==> config.mk <==
export PLATFORM = sky130hd
export DESIGN_NAME = apb3_csr_bank
export DESIGN_NICKNAME = d
export VERILOG_FILES = /design/src/rtl/apb3_csr_bank.sv
export SDC_FILE = /design/constraint.sdc
export NUM_CORES = 1
export LEC_CHECK = 0
export CAP_MARGIN = 5
export CORE_AREA = 3 3 245 247
export CTS_BUF_LIST = sky130_fd_sc_hd__clkbuf_8
export CTS_CLUSTER_SIZE = 16
export DETAILED_ROUTE_END_ITERATION = 8
export DIE_AREA = 0 0 248 250
export HOLD_SLACK_MARGIN = 0.03
export PLACE_DENSITY_LB_ADDON = 0.1
export REMOVE_ABC_BUFFERS = 1
export SYNTH_ARGS = -nofsm -noshare
export SYNTH_HDL_FRONTEND = slang
export SYNTH_SLANG_ARGS = --single-unit
==> constraint.sdc <==
create_clock -name clk -period 7.7 [get_ports clk]
set_clock_uncertainty 0.2 [all_clocks]
set_input_delay 1.54 -clock clk [delete_from_list [all_inputs] [get_ports clk]]
set_output_delay 1.54 -clock clk [all_outputs]
set_load 0.005 [all_outputs]
==> src/rtl/apb3_csr_bank.sv <==
// APB3 control/status register slave: RW control words, RO status words, pulse strobes,
// W1C interrupt status with enable mask, and PSLVERROR on bad accesses.
module apb3_csr_bank #(
  parameter int                     ADDR_WIDTH = 12,
  parameter int                     DATA_WIDTH = 32,
  parameter int                     NUM_RW     = 8,
  parameter int                     NUM_RO     = 8,
  parameter int                     NUM_IRQ    = 8,
  parameter logic [31:0]            ID_VALUE   = 32'hABCD_5678,
  parameter logic [NUM_RW*32-1:0]   RW_RESET   = '0
) (
  input  logic                    clk,
  input  logic                    resetn,
  input  logic [ADDR_WIDTH-1:0]   PADDR,
  input  logic                    PSEL,
  input  logic                    PENABLE,
  input  logic                    PWRITE,
  input  logic [31:0]             PWDATA,
  output logic                    PREADY,
  output logic [31:0]             PRDATA,
  output logic                    PSLVERROR,
  output logic [NUM_RW*32-1:0]    ctrl_out,
  input  logic [NUM_RO*32-1:0]    status_in,
  output logic [31:0]             pulse_out,
  input  logic [NUM_IRQ-1:0]      irq_event,
  output logic                    irq
);

  localparam int unsigned RW_N   = NUM_RW;
  localparam int unsigned P_IDX  = NUM_RW + NUM_RO;
  localparam int unsigned STAT_W = P_IDX + 1;
  localparam int unsigned EN_W   = P_IDX + 2;
  localparam int unsigned ID_W   = P_IDX + 3;

  localparam logic [1:0] IDLE  = 2'd0;
  localparam logic [1:0] SETUP = 2'd1;
  localparam logic [1:0] WAIT  = 2'd2;
  localparam logic [1:0] DONE  = 2'd3;

  if (DATA_WIDTH != 32) begin : g_bad_dw
    $error("apb3_csr_bank: DATA_WIDTH must be 32");
  end
  if (ADDR_WIDTH < 4) begin : g_bad_aw
    $error("apb3_csr_bank: ADDR_WIDTH must be at least 4");
  end
  if (NUM_IRQ < 1 || NUM_IRQ > 32) begin : g_bad_irq
    $error("apb3_csr_bank: NUM_IRQ must be in 1..32");
  end
  if ((NUM_RW + NUM_RO + 4) > (2 ** (ADDR_WIDTH - 2))) begin : g_bad_map
    $error("apb3_csr_bank: register map does not fit the address space");
  end

  logic [1:0]          state;
  logic [31:0]         ctrl_q [NUM_RW];
  logic [NUM_IRQ-1:0]  irq_stat;
  logic [NUM_IRQ-1:0]  irq_en;
  logic [NUM_IRQ-1:0]  irq_clr;
  int unsigned         widx;
  logic                err;
  logic [31:0]         rdata;
  logic                access;
  logic                wr_en;

  assign widx   = 32'(PADDR[ADDR_WIDTH-1:2]);
  assign access = (state == WAIT) && PSEL;
  assign wr_en  = access && PWRITE && !err;
  assign PREADY = (state == DONE);

  // Read mux is built as OR chains over one-hot word hits so every select is constant.
  logic [31:0] rw_chain [NUM_RW+1];
  logic [31:0] ro_chain [NUM_RO+1];
  assign rw_chain[0] = '0;
  assign ro_chain[0] = '0;

  for (genvar g = 0; g < NUM_RW; g++) begin : g_rw
    assign rw_chain[g+1] = rw_chain[g] | ((widx == g) ? ctrl_q[g] : '0);
    assign ctrl_out[32*g +: 32] = ctrl_q[g];

    always_ff @(posedge clk) begin
      if (!resetn) begin
        ctrl_q[g] <= RW_RESET[32*g +: 32];
      end else if (wr_en && widx == g) begin
        ctrl_q[g] <= PWDATA;
      end
    end
  end

  for (genvar g = 0; g < NUM_RO; g++) begin : g_ro
    assign ro_chain[g+1] = ro_chain[g] |
                           ((widx == RW_N + g) ? status_in[32*g +: 32] : '0);
  end

  always_comb begin
    err = (PADDR[1:0] != 2'b00) || (widx > ID_W) ||
          (PWRITE && (((widx >= RW_N) && (widx < P_IDX)) || (widx == ID_W)));
    rdata = '0;
    if (widx < RW_N) begin
      rdata = rw_chain[NUM_RW];
    end else if (widx < P_IDX) begin
      rdata = ro_chain[NUM_RO];
    end else if (widx == STAT_W) begin
      rdata = 32'(irq_stat);
    end else if (widx == EN_W) begin
      rdata = 32'(irq_en);
    end else if (widx == ID_W) begin
      rdata = ID_VALUE;
    end
    if (err || PWRITE) begin
      rdata = '0;
    end
  end

  assign irq_clr = (wr_en && widx == STAT_W) ? PWDATA[NUM_IRQ-1:0] : '0;

  always_ff @(posedge clk) begin
    if (!resetn) begin
      state     <= IDLE;
      PRDATA    <= '0;
      PSLVERROR <= 1'b0;
      pulse_out <= '0;
      irq_stat  <= '0;
      irq_en    <= '0;
      irq       <= 1'b0;
    end else begin
      case (state)
        IDLE:    state <= (PSEL && !PENABLE) ? SETUP : IDLE;
        SETUP:   state <= (PSEL && PENABLE) ? WAIT : IDLE;
        WAIT:    state <= PSEL ? DONE : IDLE;
        default: state <= IDLE;
      endcase
      PRDATA    <= access ? rdata : '0;
      PSLVERROR <= access ? err : 1'b0;
      pulse_out <= (wr_en && widx == P_IDX) ? PWDATA : '0;
      // A clear is applied before the new events are merged, so a same-cycle event survives.
      irq_stat  <= (irq_stat & ~irq_clr) | irq_event;
      if (wr_en && widx == EN_W) begin
        irq_en <= PWDATA[NUM_IRQ-1:0];
      end
      irq <= |(irq_stat & irq_en);
    end
  end

endmodule

==> results of run 1 <==
==> sequential cells by signal (all words and copies together) (netlist names) <==
signal,cells
PRDATA,32
PSLVERROR,1
ctrl_q,256
irq,1
irq_en,8
irq_stat,8
pulse_out,32
state,2
==> final timing paths <==
kind,depth (start not counted),slack [ps],endpoint
setup / recovery,6,2600,ctrl_q[1][71]
hold / removal,1,300,state[0]
setup reg to reg,5,4450,ctrl_q[0][103]
hold reg to reg,1,300,state[0]
==> power groups by stage <==
stage	clock network [uW]	logic [uW]	registers, uW
2_1_floorplan	0	146	2090
3_3_place_gp	0	609	2090
3_5_place_dp	0	611	2090
4_1_cts	1830	614	2050
5_1_grt	1900	640	2060
6_report	1800	613	2060
==> routing by layer <==
metal / vias to the layer above / wire (um) / GRT usage [%]
met5: - / 13 / 0
met4: 2 / 3163 / 9.638
met3: 171 / 8474 / 7.500
met2: 913 / 45240 / 48.61
met1: 7944 / 38070 / 37.73
li1: 6772 / - / -
==> cells in the final DEF (no fill, tap or decap), types with 5 or more instances in the layout <==
cell type	netlist	routed
nor3_2	1	6
a222oi_1	6	6
or3_1	8	6
nand2_1	76	75
o32ai_1	10	10
a21oi_1	42	42
and2_1	195	195
buf_4	0	42
o22ai_1	23	23
o221ai_1	8	8
o31ai_1	7	7
a22o_1	7	7
o21ai_4	0	5
a31oi_1	21	21
o211ai_1	5	5
edfxtp_1	256	256
a22oi_1	55	55
a2111oi_0	10	10
nor2_4	0	6
mux2i_1	101	101
clkdlybuf4s50_1	0	631
a221oi_1	10	10
dfxtp_1	84	84
clkbuf_8	0	73
mux2_2	37	37
nand2b_1	8	8
a211oi_1	20	20
a221o_1	5	5
o21ai_0	51	46
nand3_1	35	35
nor2_1	130	122
clkinv_2	0	11
nor3_1	28	23
a32oi_1	13	13
mux4_2	7	7
inv_1	13	34
==> stage by stage <==
step	utilization (%)	hold WS [ps]	cells
detailed placement	41.27	280.9	2787
CTS	43.49	290.5	2899
global placement	41.27	264.7	2787
finish	43.51	295.2	2903
floorplan	-	243.5	1347
global route	43.51	315.5	2902
==> worst max-delay path, stage by stage <==
cell	delay [ps]
clkdlybuf4s50_1	720
or4_1	740
nor2_1	650
nand2_1	310
o21ai_4	740
buf_4	490
==> layout make-up <==
class,count,area [um2]
Antenna cell,3,7.507
Timing Repair Buffer,676,6668
Clock inverter,39,276.5
Multi-Input combinational cell,991,6810
Sequential cell,340,9369
Fill cell,5590,32650
Inverter,16,60.06
Tap cell,765,957.2
Clock buffer,73,1005
==> cell families (layout without fill, tap and decap cells) <==
logic type             count (synthesis)  after routing  share of synthesized area [%]
AOI/OAI and AO/OA                    323            323                          13.82
and+or+nand+nor                      523            523                          16.55
muxes                                145            145                          9.572
other                                  0              3                              0
DFF                                  340            340                          56.57
buffers and inverters                134            804                          3.483
==> impl_metrics.py, run 1 <==
metrics = {
    "outcome": {
        "status": "completed",
    },
    "global_routing": {
        "grt_pass1_wl_mm": 127.1,
        "antenna_found_initial": 4,
        "overflow": 0,
        "first_global_vias": 15780,
        "grt_start_max_net_pins": 78,
        "grt_usage_pct": 29.52,
    },
    "synthesis": {
        "ys_ff_latch": 340,
        "yosysWarnings": 0,
        "async_reset_ff_share_pct": 0,
        "synthTopCellsByArea": "edfxtp_1, dfxtp_1, and2_1, mux2i_1, nor2_1",
        "syn_avg_cell_area_um2": 11.30,
        "syn_inst": 1465,
        "ys_seq_area_share_pct": 56.57,
        "synth-main-ff-cell": "edfxtp_1",
        "synth_edf_count": 256,
        "synth_most_common_cell": "edfxtp_1",
        "synth.cell_area_um2": 16560,
        "synth.distinct_cells": 68,
        "synthDominantCellAreaShare_pct": 46.42,
        "yosysTopAreaCell": "edfxtp_1",
        "synth_common_cells": "edfxtp_1, and2_1, nor2_1",
    },
    "cts": {
        "clock_path_buffers": 3,
        "worstSkewPairLatency_ps": 660,
        "cts_buffers": 59,
        "htree_levels": 2,
        "cts_sinks": 340,
        "root_buffer": "clkbuf_8",
        "cts-resized-gates": 0,
        "cts_setup_buffers": 0,
        "cts_tree": "yes",
        "clkTransAtPathRegs_ps": 60,
        "ctsHoldBuffers": 0,
    },
    "timing": {
        "drv_slew": 0,
        "min_period_over_period_pct": 66.27,
        "max_freq_mhz": 196.0,
        "hold_viol": 0,
        "maxSlewHeadroom_pct": 7.304,
        "setup_violations": 0,
        "tightest_slew_ps": 1385,
        "finalSetupTns_ps": 0,
        "rsz0062_at_grt": "false",
        "setup_slack_ps": 2597,
        "min_period_ps": 5103,
    },
    "routing": {
        "vias": 15800,
        "viasPerCell": 5.443,
        "drt_iter0_markers": 1568,
        "first_pass_iters": 6,
        "wl_per_cell_um": 32.71,
        "routed_wl_mm": 94.96,
        "ant_nets": 0,
        "drc": 0,
    },
    "worst_setup_path": {
        "worstPathMaxFanout": 19,
        "endpoint_kind": "flop",
        "r2r-start": "state[0]",
        "crit_start": "PADDR[6]",
        "criticalPathCategory": "in -> reg",
        "crit_arrival_ps": 5210,
        "cp-start-kind": "input port",
        "cp_data_required_time_ps": 7810,
    },
    "power": {
        "internal_power_uw": 3308,
        "p_per_area_nw_per_um2": 177.6,
        "switching_share_pct": 25.96,
        "p_comb_share_pct": 13.7,
        "switching_power_uw": 1160,
        "ir_drop_mv": 0.1463,
        "p_leak_uw": 0.008878,
        "pwr-share-seq_pct": 46.0,
        "total_power_uw": 4468,
        "p_clk_share_pct": 40.3,
    },
    "place": {
        "io_buffers": 635,
        "placed_cell_area_um2": 23860,
        "dp_hpwl_mm": 67.93,
        "dp_worst_setup_slack_ps": 1971,
        "place.gp.congestion": 0.8725,
    },
    "die": {
        "core_area_um2": 57810,
        "start_util_pct": 28.65,
        "dieArea_um2": 62000,
        "num_io_pins": 636,
        "dieHeight_um": 250,
        "rows": 88,
        "die_w_um": 248,
    },
    "min_path": {
        "hold_class": "reg -> reg",
        "min_from": "state[0]",
    },
    "layout": {
        "drive_above_1_share_pct": 10.68,
        "finalInstanceArea_um2": 25150,
        "fin_nets": 2397,
        "area_growth_syn_to_layout_pct": 51.88,
    },
    "run": {
        "drv_cap": 0,
    },
}
(Power assumes the default switching activity.)
==> inputs of run 2 (changes only) <==
- clock period: 7.7 -> 5 ns (I/O delays scaled with it)
==> run 2 against run 1 <==
  * Register-to-register slack lost 2400 ps
  * Worst hold slack got worse by 4.7 ps
  * Largest cell class unchanged
  * Routed wire length up 0.88%
  * Combinational power up 54%
  * Global-route usage increased by 0.45 points
  * Critical path type unchanged
==> impl_metrics.py, run 2 (synthesis results as in run 1) <==
metrics = {
    "worst_setup_path": {
        "worstPathMaxFanout": 32,
        "r2r-start": "state[0]",
        "criticalPathCategory": "in -> reg",
        "critPathSlowestCell": "or3_2",
        "crit_arrival_ps": 4200,
        "cp_data_required_time_ps": 5300,
        "r2r-end": "ctrl_q[1][16]",
        "reg2reg_depth": 4,
        "r2r_slack_ps": 2050,
        "cp_slowest_stage_delay_ps": 940,
        "crit_start": "PADDR[9]",
        "cp.depth": 6,
        "critPathTopFamily": "simple AND/OR/NAND/NOR gates",
        "path_buf_inv": 1,
        "endpoint": "ctrl_q[1][16]",
        "cp_cell_sequence": "clkdlybuf4s50_1 -> nor3_4 -> nand4_2 -> or4_1 -> or3_2 -> nor2_1",
        "endpoint_kind": "flop",
        "cp-start-kind": "input port",
    },
    "timing": {
        "min_period_ps": 3898,
        "rsz0062_at_grt": "false",
        "hold_viol": 0,
        "setup_violations": 0,
        "max_freq_mhz": 256.5,
        "maxSlewHeadroom_pct": 26.91,
        "tightest_slew_ps": 1090,
        "holdWs_ps": 290.5,
        "drv_slew": 0,
        "min_period_over_period_pct": 77.97,
    },
    "global_routing": {
        "grt_usage_pct": 29.97,
        "first_global_vias": 16320,
        "overflow": 0,
        "antenna_found_initial": 9,
        "grt_start_max_net_pins": 56,
        "grt_pass1_wl_mm": 130.2,
    },
    "run": {
        "drv_cap": 0,
    },
    "die": {
        "die_w_um": 248,
        "rows": 88,
        "start_util_pct": 28.65,
        "dieArea_um2": 62000,
        "dieHeight_um": 250,
        "num_io_pins": 636,
        "core_area_um2": 57810,
    },
    "routing": {
        "first_pass_iters": 6,
        "ant_nets": 0,
        "drt_iter0_markers": 1897,
        "wl_per_cell_um": 32.48,
        "vias": 16010,
        "met2_length_mm": 46.38,
        "routed_wl_mm": 95.80,
        "highest_layer": "met5",
        "drc": 0,
        "met3_length_mm": 8.457,
        "viasPerCell": 5.429,
        "wl_met1_mm": 38.42,
    },
    "place": {
        "place.gp.congestion": 0.9038,
        "io_buffers": 635,
        "dp_hpwl_mm": 71.33,
    },
    "layout": {
        "largest_registers": "ctrl_q (256), PRDATA (32), pulse_out (32)",
        "fin_nets": 2438,
        "largest_reg_flops": 256,
        "area_growth_syn_to_layout_pct": 53.77,
        "layout_common_cells": "clkdlybuf4s50_1, edfxtp_1, and2_1, nor2_1, mux2i_1",
        "utilization_pct": 44.05,
        "regMostFlops": "ctrl_q",
        "drive_above_1_share_pct": 11.62,
        "mostFrequentLayoutCell": "clkdlybuf4s50_1",
    },
    "cts": {
        "clkTransAtPathRegs_ps": 60,
        "cts_sinks": 340,
        "worstSkewPairLatency_ps": 670,
        "cts_setup_buffers": 0,
        "clock_path_buffers": 3,
        "cts_tree": "yes",
        "htree_levels": 2,
        "cts_buffers": 61,
        "cts-resized-gates": 0,
        "ctsHoldBuffers": 0,
        "root_buffer": "clkbuf_8",
    },
    "outcome": {
        "status": "completed",
    },
    "power": {
        "p_leak_uw": 0.009111,
        "ir_drop_mv": 0.1831,
        "p_per_area_nw_per_um2": 264.8,
    },
    "min_path": {
        "hold_class": "reg -> reg",
    },
}
==> run 2: power by group <==
| group | leakage [uW] | internal (uW) | switching (uW) |
|---|---|---|---|
| sequential | 0.00332 | 3100 | 63.7 |
| clock | 0.000748 | 1390 | 1240 |
| combinational | 0.00504 | 475 | 471 |
==> run 2: cell type report <==
type	instances	area, um2
fill	5601	32340
multi-input combinational	991	6810
sequential	340	9369
timing repair buffer	715	7038
clock buffer	71	977.2
inverter	16	60.06
antenna	6	15.01
tap	765	957.2
clock inverter	45	239.0
==> run 2: how the worst min path moves through the flow <==
stage	startpoint	to	slack, ps	cells after the start
after floorplan	state[0]	state[0]	240	1
after global placement	state[0]	state[0]	260	1
after detailed placement	irq_en[1]	irq_en[1]	280	2
after CTS	irq_en[1]	irq_en[1]	290	2
after global routing	irq_en[0]	irq_en[0]	310	2
final	irq_en[1]	irq_en[1]	290	2
==> run 2: worst min-delay path, cell delays in order, from the launching register on <==
cell and delay, ps:
dfxtp_1 320, o21ai_0 70, a21oi_1 60
==> run 2: routing by layer <==
layer | vias up | global-route usage [%]
met5 | - | 0
li1 | 6860 | -
met3 | 149 | 6.178
met4 | 6 | 8.621
met2 | 954 | 50.42
met1 | 8041 | 38.76
==> run 2: per-stage QoR <==
step / setup slack, ps / TNS [ps] / instances / instance area, um2 / power (uW)
6_report: 1102 / 0 / 2949 / 25470 / 6744
5_1_grt: 966.1 / 0 / 2946 / 25460 / 6950
4_1_cts: 1203 / 0 / 2943 / 25450 / 6776
3_5_place_dp: 461.2 / 0 / 2827 / 24230 / 4166
3_3_place_gp: 623.0 / 0 / 2827 / 24230 / 4162
2_1_floorplan: -1057 / -123280 / 1347 / 16040 / 3439
==> inputs of run 3 (changes only) <==
- clock period: 5 -> 3.8 ns (I/O delays scaled with it)
==> run 3 against run 2 <==
  * Register-to-register slack worse by 710 ps
  * Clock power increased by 27%
  * Worst setup slack lost 600 ps
  * Critical endpoint is now PRDATA[18]
  * Largest cell class unchanged
==> impl_metrics.py, run 3 (synthesis results as in run 1) <==
metrics = {
    "global_routing": {
        "first_global_vias": 16450,
        "grt_start_max_net_pins": 55,
        "grt_usage_pct": 29.89,
        "grt_pass1_wl_mm": 130.3,
        "antenna_found_initial": 9,
        "overflow": 0,
    },
    "routing": {
        "first_pass_iters": 6,
        "ant_nets": 0,
        "drt_iter0_markers": 1601,
        "vias": 16230,
        "drc": 0,
        "routed_wl_mm": 95.70,
        "viasPerCell": 5.440,
        "wl_per_cell_um": 32.07,
    },
    "worst_setup_path": {
        "criticalPathCategory": "in -> reg",
        "cp_slowest_stage_delay_ps": 770,
        "r2r_slack_ps": 1340,
        "crit_arrival_ps": 3660,
        "worstPathMaxFanout": 9,
        "endpoint_kind": "flop",
        "r2r-end": "ctrl_q[1][14]",
        "critPathSlowestCell": "nor4_2",
        "cp_data_required_time_ps": 4160,
        "reg2reg_depth": 4,
        "r2r-start": "state[0]",
        "cp_cell_sequence": "clkdlybuf4s50_1 -> buf_4 -> or3_1 -> nor4_2 -> buf_4 -> a221o_1 -> nor2_1 -> a311oi_1",
        "crit_top_cell": "buf_4",
        "cp-start-kind": "input port",
    },
    "place": {
        "dp_hpwl_mm": 71.03,
        "placed_cell_area_um2": 24620,
        "io_buffers": 635,
        "place.gp.congestion": 0.8815,
    },
    "timing": {
        "finalSetupTns_ps": 0,
        "min_period_ps": 3300,
        "max_freq_mhz": 303.0,
        "rsz0062_at_grt": "false",
        "setup_violations": 0,
        "maxSlewHeadroom_pct": 34.97,
        "hold_viol": 0,
        "min_period_over_period_pct": 86.84,
        "tightest_slew_ps": 971.1,
        "drv_slew": 0,
    },
    "cts": {
        "cts_setup_buffers": 0,
        "htree_levels": 2,
        "cts_sinks": 340,
        "cts_buffers": 60,
        "cts-resized-gates": 0,
        "clock_path_buffers": 3,
        "clkTransAtPathRegs_ps": 60,
        "worstSkewPairLatency_ps": 670,
        "ctsHoldBuffers": 0,
        "root_buffer": "clkbuf_8",
        "cts_tree": "yes",
    },
    "min_path": {
        "min_from": "state[0]",
        "hold_end": "state[0]",
        "hold_class": "reg -> reg",
        "hold_depth": 1,
    },
    "outcome": {
        "status": "completed",
    },
    "power": {
        "p_leak_uw": 0.009264,
        "ir_drop_mv": 0.2315,
        "p_per_area_nw_per_um2": 340.2,
    },
    "die": {
        "dieHeight_um": 250,
        "num_io_pins": 636,
        "dieArea_um2": 62000,
        "rows": 88,
        "die_w_um": 248,
        "core_area_um2": 57810,
        "start_util_pct": 28.65,
    },
    "run": {
        "drv_cap": 0,
    },
    "layout": {
        "layout_common_cells": "clkdlybuf4s50_1, edfxtp_1, and2_1, nor2_1, buf_4",
        "mostFrequentLayoutCell": "clkdlybuf4s50_1",
        "area_growth_syn_to_layout_pct": 55.83,
        "largest_registers": "ctrl_q (256), PRDATA (32), pulse_out (32)",
        "fin_nets": 2474,
        "largest_reg_flops": 256,
        "regMostFlops": "ctrl_q",
        "finalInstanceArea_um2": 25810,
        "drive_above_1_share_pct": 13.33,
    },
}
[run 3: changes by cell type in the layout (fill, tap and decap cells not counted)]
cell,change
inv_6,-2
bufinv_16,-2
clkinv_2,+8
clkinv_1,+9
inv_1,-16
clkbuf_8,+1
buf_12,+9
buf_4,+28
[run 3: stage by stage]
stage                     hold slack, ps  utilization (%)  worst slack [ps]  power [uW]  std cells
after floorplan                    243.5                -             -2017        4525       1347
after global placement             260.6            42.60            -194.8        5511       2864
after detailed placement           278.4            42.60            -211.3        5513       2864
after CTS                          287.2            44.62             525.9        8832       2978
after global routing               306.4            44.63             335.9        9068       2982
final                              283.7            44.64             499.9        8778       2984
[run 3: area by class of cell]
| class | instances | area, um2 |
|---|---|---|
| Tap cell | 765 | 957.2 |
| Antenna cell | 6 | 15.01 |
| Clock inverter | 42 | 175.2 |
| Clock buffer | 72 | 991.0 |
| Timing Repair Buffer | 752 | 7428 |
| Sequential cell | 340 | 9369 |
| Inverter | 16 | 60.06 |
| Fill cell | 5574 | 32000 |
| Multi-Input combinational cell | 991 | 6810 |
[run 3: report_power, final]
group          internal (uW)  switching (uW)
clock                   1710            1620
sequential              4080            81.6
combinational            650             630
[run 3: worst max-delay path: cells and delay by family]
family,cells,cell delay [ps]
compound gates,2,420
simple gates,3,1240
buf+inv,3,1220
[run 3: metal layers]
| metal | share of wire [%] | vias up | wire length, um | track usage, % |
|---|---|---|---|---|
| met5 | 0.022 | - | 21 | 0 |
| li1 | - | 6934 | - | - |
| met3 | 9.0 | 134 | 8566 | 6.361 |
| met2 | 49 | 986 | 46680 | 50.41 |
| met4 | 2.7 | 4 | 2558 | 8.738 |
| met1 | 40 | 8175 | 37870 | 38.36 |
[run 3: worst max path at each step]
| stage | from | to |
|---|---|---|
| 6_report | PADDR[6] | PRDATA[18] |
| 4_1_cts | PADDR[6] | PRDATA[18] |
| 5_1_grt | PADDR[6] | PRDATA[18] |
| 3_3_place_gp | PADDR[6] | PRDATA[24] |
| 3_5_place_dp | PADDR[6] | PRDATA[24] |
| 2_1_floorplan | PADDR[9] | ctrl_q[1][0] |
